--- src/rtl/apb_slave_bank.sv ---
`timescale 1ns/1ps
`default_nettype none
// ============================================================================
// Module      : apb_slave_bank
// Description : Bank of NUM_SLV APB3 completers, each a word-addressed memory
//               of DEPTH words. Adds WAIT_CYC wait states per access, returns
//               Pslverr for out-of-window accesses, raises a sticky protocol
//               violation flag and keeps saturating transfer counters.
// Revision    : 1.0 - initial release
// ============================================================================
module apb_slave_bank #(
  parameter int DATA_W   = 32,
  parameter int ADDR_W   = 32,
  parameter int NUM_SLV  = 3,
  parameter int DEPTH    = 16,
  parameter int OFFSET_W = 26,
  parameter int WAIT_CYC = 0,
  parameter int ERR_EN   = 1
) (
  input  logic               Pclk,
  input  logic               Hresetn,
  input  logic [NUM_SLV-1:0] Pselx,
  input  logic               Penable,
  input  logic               Pwrite,
  input  logic [ADDR_W-1:0]  Paddr,
  input  logic [DATA_W-1:0]  Pwdata,
  output logic [DATA_W-1:0]  Prdata,
  output logic               Pready,
  output logic               Pslverr,
  output logic               proto_err,
  output logic [15:0]        wr_count,
  output logic [15:0]        rd_count
);

  localparam int c_IDX_W = $clog2(DEPTH);
  localparam int c_SLV_W = (NUM_SLV > 1) ? $clog2(NUM_SLV) : 1;
  localparam logic [3:0] c_WAIT = 4'(WAIT_CYC);
  localparam logic [0:0] c_IDLE   = 1'b0;
  localparam logic [0:0] c_ACCESS = 1'b1;

  logic [0:0]         r_state;
  logic [3:0]         r_wait_cnt;
  logic [c_SLV_W-1:0] r_slv;
  logic [c_IDX_W-1:0] r_idx;
  logic               r_err;
  logic               r_write;
  logic [DATA_W-1:0]  r_wdata;
  logic [NUM_SLV-1:0] r_sel;
  logic [ADDR_W-1:0]  r_addr;
  logic [DATA_W-1:0]  r_prdata;
  logic               r_proto_err;
  logic [15:0]        r_wr_count;
  logic [15:0]        r_rd_count;
  logic [DATA_W-1:0]  r_mem [NUM_SLV][DEPTH];

  logic [c_SLV_W-1:0] w_slv;
  logic [c_IDX_W-1:0] w_idx;
  logic               w_oow;
  logic               w_err_now;
  logic               w_multi;
  logic               w_setup;
  logic               w_viol;
  logic               w_fire;
  logic               w_mem_we;

  // Out-of-window check covers only the offset bits above the word index;
  // a window exactly DEPTH words wide has no such bits.
  if (OFFSET_W > c_IDX_W + 2) begin : g_win
    assign w_oow = |Paddr[OFFSET_W-1:c_IDX_W+2];
  end else begin : g_nowin
    assign w_oow = 1'b0;
  end

  assign w_idx     = Paddr[c_IDX_W+1:2];
  assign w_err_now = w_oow && (ERR_EN != 0);
  assign w_multi   = |(Pselx & (Pselx - NUM_SLV'(1)));
  assign w_setup   = (|Pselx) && !Penable;
  // Any change of the bus while in the access phase aborts the transfer.
  assign w_viol    = !Penable || (Pselx != r_sel) || (Paddr != r_addr) ||
                     (Pwrite != r_write) || (Pwdata != r_wdata);
  assign w_fire    = (r_state == c_ACCESS) && !w_viol && (r_wait_cnt == 4'd0);
  assign w_mem_we  = w_fire && r_write && !r_err;

  assign Prdata    = r_prdata;
  assign Pready    = (r_state == c_ACCESS) && (r_wait_cnt == 4'd0);
  assign Pslverr   = Pready && r_err;
  assign proto_err = r_proto_err;
  assign wr_count  = r_wr_count;
  assign rd_count  = r_rd_count;

  // Lowest set select bit picks the completer when several are asserted.
  always_comb begin
    w_slv = '0;
    for (int i = NUM_SLV - 1; i >= 0; i--) begin
      if (Pselx[i]) w_slv = c_SLV_W'(i);
    end
  end

  // Transfer FSM: latch setup, count wait states, complete or abort.
  always_ff @(posedge Pclk or negedge Hresetn) begin
    if (!Hresetn) begin
      r_state     <= c_IDLE;
      r_wait_cnt  <= 4'd0;
      r_slv       <= '0;
      r_idx       <= '0;
      r_err       <= 1'b0;
      r_write     <= 1'b0;
      r_wdata     <= '0;
      r_sel       <= '0;
      r_addr      <= '0;
      r_prdata    <= '0;
      r_proto_err <= 1'b0;
      r_wr_count  <= 16'd0;
      r_rd_count  <= 16'd0;
    end else begin
      case (r_state)
        c_IDLE: begin
          if (w_setup) begin
            r_slv      <= w_slv;
            r_idx      <= w_idx;
            r_err      <= w_err_now;
            r_write    <= Pwrite;
            r_wdata    <= Pwdata;
            r_sel      <= Pselx;
            r_addr     <= Paddr;
            r_wait_cnt <= c_WAIT;
            r_state    <= c_ACCESS;
            if (!Pwrite) r_prdata <= w_err_now ? '0 : r_mem[w_slv][w_idx];
            if (w_multi) r_proto_err <= 1'b1;
          end else if (Penable) begin
            r_proto_err <= 1'b1;
          end
        end
        c_ACCESS: begin
          if (w_viol) begin
            r_proto_err <= 1'b1;
            r_state     <= c_IDLE;
          end else if (r_wait_cnt != 4'd0) begin
            r_wait_cnt <= r_wait_cnt - 4'd1;
          end else begin
            if (r_write) begin
              if (r_wr_count != 16'hFFFF) r_wr_count <= r_wr_count + 16'd1;
            end else begin
              if (r_rd_count != 16'hFFFF) r_rd_count <= r_rd_count + 16'd1;
            end
            r_state <= c_IDLE;
          end
        end
        default: r_state <= c_IDLE;
      endcase
    end
  end

  // Completer memories: written only by a completing, error-free write.
  always_ff @(posedge Pclk or negedge Hresetn) begin
    if (!Hresetn) begin
      for (int s = 0; s < NUM_SLV; s++) begin
        for (int d = 0; d < DEPTH; d++) begin
          r_mem[s][d] <= '0;
        end
      end
    end else if (w_mem_we) begin
      r_mem[r_slv][r_idx] <= r_wdata;
    end
  end

endmodule
`default_nettype wire
--- config.mk ---
export PLATFORM = sky130hd
export DESIGN_NAME = apb_slave_bank
export DESIGN_NICKNAME = d
export VERILOG_FILES = /design/src/rtl/apb_slave_bank.sv
export SDC_FILE = /design/constraint.sdc
export NUM_CORES = 2
export LEC_CHECK = 0
export CAP_MARGIN = 20
export CORE_UTILIZATION = 57
export CTS_CLUSTER_DIAMETER = 40
export DETAILED_ROUTE_END_ITERATION = 8
export PLACE_DENSITY_LB_ADDON = 0.2
export SLEW_MARGIN = 15
export SYNTH_ARGS = -nofsm -noshare
export SYNTH_HDL_FRONTEND = slang
export SYNTH_SLANG_ARGS = --single-unit
--- constraint.sdc ---
create_clock -name Pclk -period 3.1 [get_ports Pclk]
set_input_delay 0.62 -clock Pclk [delete_from_list [all_inputs] [get_ports Pclk]]
set_output_delay 0.62 -clock Pclk [all_outputs]
set_load 0.005 [all_outputs]
== Word level (Yosys, flattened, before mapping) ==
Cells that the tools add are included.
Operators by class
  add/subtract/negate cells: 4
  order comparisons: 6
  equal/unequal tests: 12
  mux-type cells: 28
  bitwise gates (word level): 10
  reductions and logical operators: 27
Operator list (number)
  bitwise mux 1536 bit: 1
  two-way mux 512 bit: 3
  binary-select mux 512 bit (select 2 bit): 1
  demux 512 bit (select 2 bit): 1
  binary-select mux 32 bit (select 4 bit): 1
  demux 32 bit (select 4 bit): 1
  two-way mux 32 bit: 4
  != test 32 bit: 2
  adder 16 x 1 -> 16 bit, second input constant: 2
  != test 16 bit, second input constant: 2
  OR reduction 20 bit: 1
  two-way mux 4 bit: 3
  greater-or-equal comparator 5 bit, second input constant: 2
  inverter 4 -> 5 bit: 2
  AND reduction 5 bit: 2
  logical AND 1 bit: 9
  AND reduction 3 bit: 3
  case mux 4 bit (2 select lines): 1
  two-way mux 1 bit: 7
  greater-or-equal comparator 3 bit, second input constant: 2
  two-way mux 2 bit: 3
  != test 3 bit, second input constant: 2
  inverter 2 -> 3 bit: 2
  OR reduction 3 bit: 2
  other kinds (16): 28
Storage, ports and cells
  register bits: 1681
  output and inout bits: 67
  word-level logic and storage cells: 148

== Depth between registers and ports, before layout ==
  word-level depth: 11
  mapped depth: 11
  gate-level depth less buffers: 9

== Worst setup path after synthesis ==
Ideal clock, no wire load.
  kind: input to register
  start: input port Pselx[1]
  end: register r_prdata[13] (netlist: Prdata[13])
  arrival: 3273 ps
  data required time: 2974 ps
  slack: -299 ps
  stages: 8
  path through: clkbuf_1 nor2b_1 buf_2 buf_1 mux4_2 mux4_2 mux2_2 a221o_1
Between the ends
  cells in the longest elaborated chain, start to end: 10
  elaborated cells on any way between the ends: 13
Ends and longest elaborated chain
  start: declaration: line 22  | input logic [NUM_SLV-1:0] Pselx,
  two-way mux 2 bit (2 in a row): line 95  | if (Pselx[i]) w_slv = c_SLV_W'(i);
  inverter 2 -> 3 bit (implied by the code): line 128  | if (!Pwrite) r_prdata <= w_err_now ? '0 : r_mem[w_slv][w_idx];
  binary-select mux 512 bit (select 2 bit): line 128
  two-way mux 512 bit (implied by the code) (2 in a row): line 128
  binary-select mux 32 bit (select 4 bit): line 128
  two-way mux 32 bit (implied by the code) (2 in a row): line 128
  two-way mux 32 bit: line 128
  end signal: assignment: line 128
  end: declaration: line 50  | logic [DATA_W-1:0] r_prdata;
Parallel ways exist; a longest one is shown, timed or not. The select of a mux whose other input is x is not followed.
A chain may end at the register's enable or synchronous reset.

== Worst setup path in the final report ==
  start: register r_wdata[19]
  end: register r_mem[1278] in the netlist's numbering
Between the ends
  cells in the longest elaborated chain, start to end: 7
Ends and longest elaborated chain
  start: declaration: line 47  | logic [DATA_W-1:0] r_wdata;
  start signal: assignment: line 123  | r_wdata <= Pwdata;
  != test 32 bit: line 80  | (Pwrite != r_write) || (Pwdata != r_wdata);
  logical OR 1 bit: line 80
  zero test 1 bit: line 81  | assign w_fire = (r_state == c_ACCESS) && !w_viol && (r_wait_cnt == 4'd0);
  logical AND 1 bit (2 in a row): line 81
  logical AND 1 bit (2 in a row): line 82  | assign w_mem_we = w_fire && r_write && !r_err;
  end signal: indexed assignment: line 163  | r_mem[r_slv][r_idx] <= r_wdata;
  end: declaration: line 54  | logic [DATA_W-1:0] r_mem [NUM_SLV][DEPTH];
Every way passes these cells.

==> run metrics <==
setup repair after global routing missed its margin=true; CTS H-tree lvls=4; power density over the cells=547 mW/mm^2; CTS Buf Count=203; number of synthesized flops with an enable pin=0; Worst slew margin=24.3%; commonest non-fill, non-tap cell in the layout=dfrtp_1; area grow syn2layout=22.2%; Hold Vio Cnt, Final=0; f_max=297 MHz; area of the multi-input gates=0.0336 sq mm; status=finished, violations left; Min Clock Period, post-route=3.37 ns; drt drc=0; top cell type's share of synthesized area=55.2%; Max Root-Sink Buffers=3; Placed Instance Area=0.0823 sq mm; share of layout cells above drive strength 1=52.5%; die height=367 um; CP required=3.80 ns; Hold Path Class=input port to async pin; Detailed Routing Iterations Pass 1=6; initial antenna violation count=7; CP arrival=4.07 ns; share of flip-flops with an asynchronous set or reset=100%; vias=47200; wire length of the first global-routing pass=322 mm; Max Cap Viol=0; top-level I/O count=138; clk root buf=clkbuf_16; violated checks=setup timing; core area=0.132 sq mm; RR Endpoint=r_mem[1278]$_DFFE_PN0P_; Via density=6.54; commonest cells after routing, fill and taps aside=1674 x dfrtp_1, 1130 x mux2_2, 421 x mux4_2; Cells after Synth=4911; Final GP Congestion=0.875; Reg clk slew, reported paths=0.06 ns; Final Net Count=5357; P_leak=0.0444 uW; CTS Sinks=1677; Yosys cell types=53; Row Count=133; FF-to-FF setup slack=-0.27 ns; drt total wl=230 mm; Initial Utilization=57.6%; syn_area_per_cell=15.5 sq um; Skew-Pair Late Insertion Delay=0.83 ns; Worst Setup EP=r_mem[1278]$_DFFE_PN0P_; Final Non-Filler Cells=7211; Cell Area, Synth=0.0760 sq mm; Seq cells post-synth=1677; Pins Over Slew Limit=0; total track usage=32.4%; hpwl dp=133 mm; FF-to-FF path depth=13; Crit Path Category=flip-flop to flip-flop; placed insts=6731; register area=0.0420 sq mm; post-route cell area=0.0928 sq mm; Critical path origin=r_wdata[19]$_DFFE_PN0P_; drt wl/cell=31.9 um; Seq/Total Area, Yosys=55.2%; Most used DFF post-synth=dfrtp_1; Post-Route Skew=0.0264 ns; final hold slack=0.358 ns; die area=0.135 sq mm; DRT iter0 DRCs=4744; syn nets=4985; Final setup viols=1292; vias in the first global route=48100; Slew @ Worst Pin=1.14 ns; largest net degree at the start of global routing=151; PnR worst setup slack=-0.269 ns; period utilization=109%; synth top area cells=dfrtp_1 55%, mux2_2 21%, mux4_2 12%, mux2_1 1.5%, clkbuf_1 1.3%; CTS tree=done; die width=367 um; Yosys top cell by area=dfrtp_1; Crit. End Element=flip-flop; global route overflow=0; maximum fanout along the worst path=15; remaining antenna violation count after routing=0; Peak supply drop=0.496 mV; Fillers=8418; warnings from Yosys=0; Reg-to-Reg Start=r_wdata[19]$_DFFE_PN0P_; Setup crit start kind=flip-flop; port buffer count=137
[per-layer routing]
layer / wire (um) / up-vias / global-route usage, %
met3: 19300 / 493 / 6.34
li1: - / 19000 / -
met1: 93500 / 25600 / 46.1
met4: 10800 / 4 / 12.5
met2: 106000 / 2055 / 49.6
met5: 34 / - / 0
[final cells by class]
class / count / share of cell area [%]
sequential: 1677 / 45.2
multi-input combinational: 2740 / 36.2
timing repair buffer: 640 / 8.48
clock buffer: 255 / 6.09
tap: 1755 / 2.37
clock inverter: 119 / 1.52
inverter: 21 / 0.0849
antenna: 4 / 0.0108
[logic make-up (layout without fill, tap and decap cells)]
family	count (synthesis)	count (layout)	synth area share (%)
AOI/OAI and AO/OA	256	256	2.44
DFF	1677	1677	55.2
and+or+nand+nor	450	450	3.35
muxes	1961	1961	35.3
adders and majority gates	3	3	0.0494
xor gates and xnor gates	70	70	0.807
other	0	4	0
buffers and inverters	494	1035	2.79
[flip-flops by register name, summed over array words and instances (netlist names), 2 cells and up]
name and cells:
r_mem 1536, Prdata 32, r_wdata 32, r_addr 29, rd_count 16, wr_count 16
r_wait_cnt 4, r_idx 3, r_sel 3, r_slv 2
[per-stage QoR]
stage	utilization [%]	setup TNS, ns	total power (uW)	worst slack [ns]
after floorplan	-	-17.45	24400	-0.0399
after global placement	62.4	-1566.24	26400	-1.16
after detailed placement	62.4	-1480.34	26400	-1.10
after CTS	68.5	-96.47	50900	-0.215
after global routing	70.4	-203.80	52200	-0.318
final	70.4	-132.62	50800	-0.269
[where the power goes]
group,internal [uW],leakage (uW),switching [uW]
Clock,14800,0.00340,9800
Sequential,22100,0.0233,155
Combinational,1060,0.0177,2950
Total,37900,0.0444,12900
[worst max-delay path, stage by stage, from the launching register on]
cell	delay, ns
dfrtp_1	0.41
xnor2_2	0.19
buf_12	0.18
o2111ai_4	0.11
or4_4	0.46
nor3_4	0.17
buf_12	0.14
nand4b_1	0.12
buf_6	0.18
buf_12	0.15
nor4b_4	0.29
buf_6	0.20
buf_12	0.19
mux2_2	0.35
[Yosys cell counts (21+ instances only)]
cell type  count
a2111o_1      29
a21oi_1       63
a22oi_1      118
buf_1         81
buf_2         73
buf_4         46
clkbuf_1     273
dfrtp_1     1677
mux2_1       102
mux2_2      1438
mux4_2       421
nand2_1      193
nand2b_1      24
nand3_1       35
nand4_1       22
nor2_1        37
nor2b_1       50
o21ai_0       21
xor2_1        63
[worst min path at each step]
| stage | endpoint | slack (ns) | cells past startpoint |
|---|---|---|---|
| 4_1_cts | rd_count[9]$_DFFE_PN0P_ | 0.33 | 2 |
| 3_3_place_gp | proto_err$_DFFE_PN0P_ | 0.44 | 1 |
| 6_report | rd_count[9]$_DFFE_PN0P_ | 0.36 | 2 |
| 3_5_place_dp | r_mem[1089]$_DFFE_PN0P_ | 0.47 | 1 |
| 5_1_grt | rd_count[9]$_DFFE_PN0P_ | 0.36 | 2 |
| 2_1_floorplan | Prdata[0]$_DFFE_PN0P_ | 0.32 | 0 |
[what timing repair did]
item	4_1_cts	5_1_grt
setup endpoints to repair	1530	1537
pin swaps	4	14
resized for setup	140	371
hold endpoints to repair	35	0
setup buffers	20	35
hold buffers	1	0
cloned	11	42
Note: power is estimated with default switching activity, not from simulation.
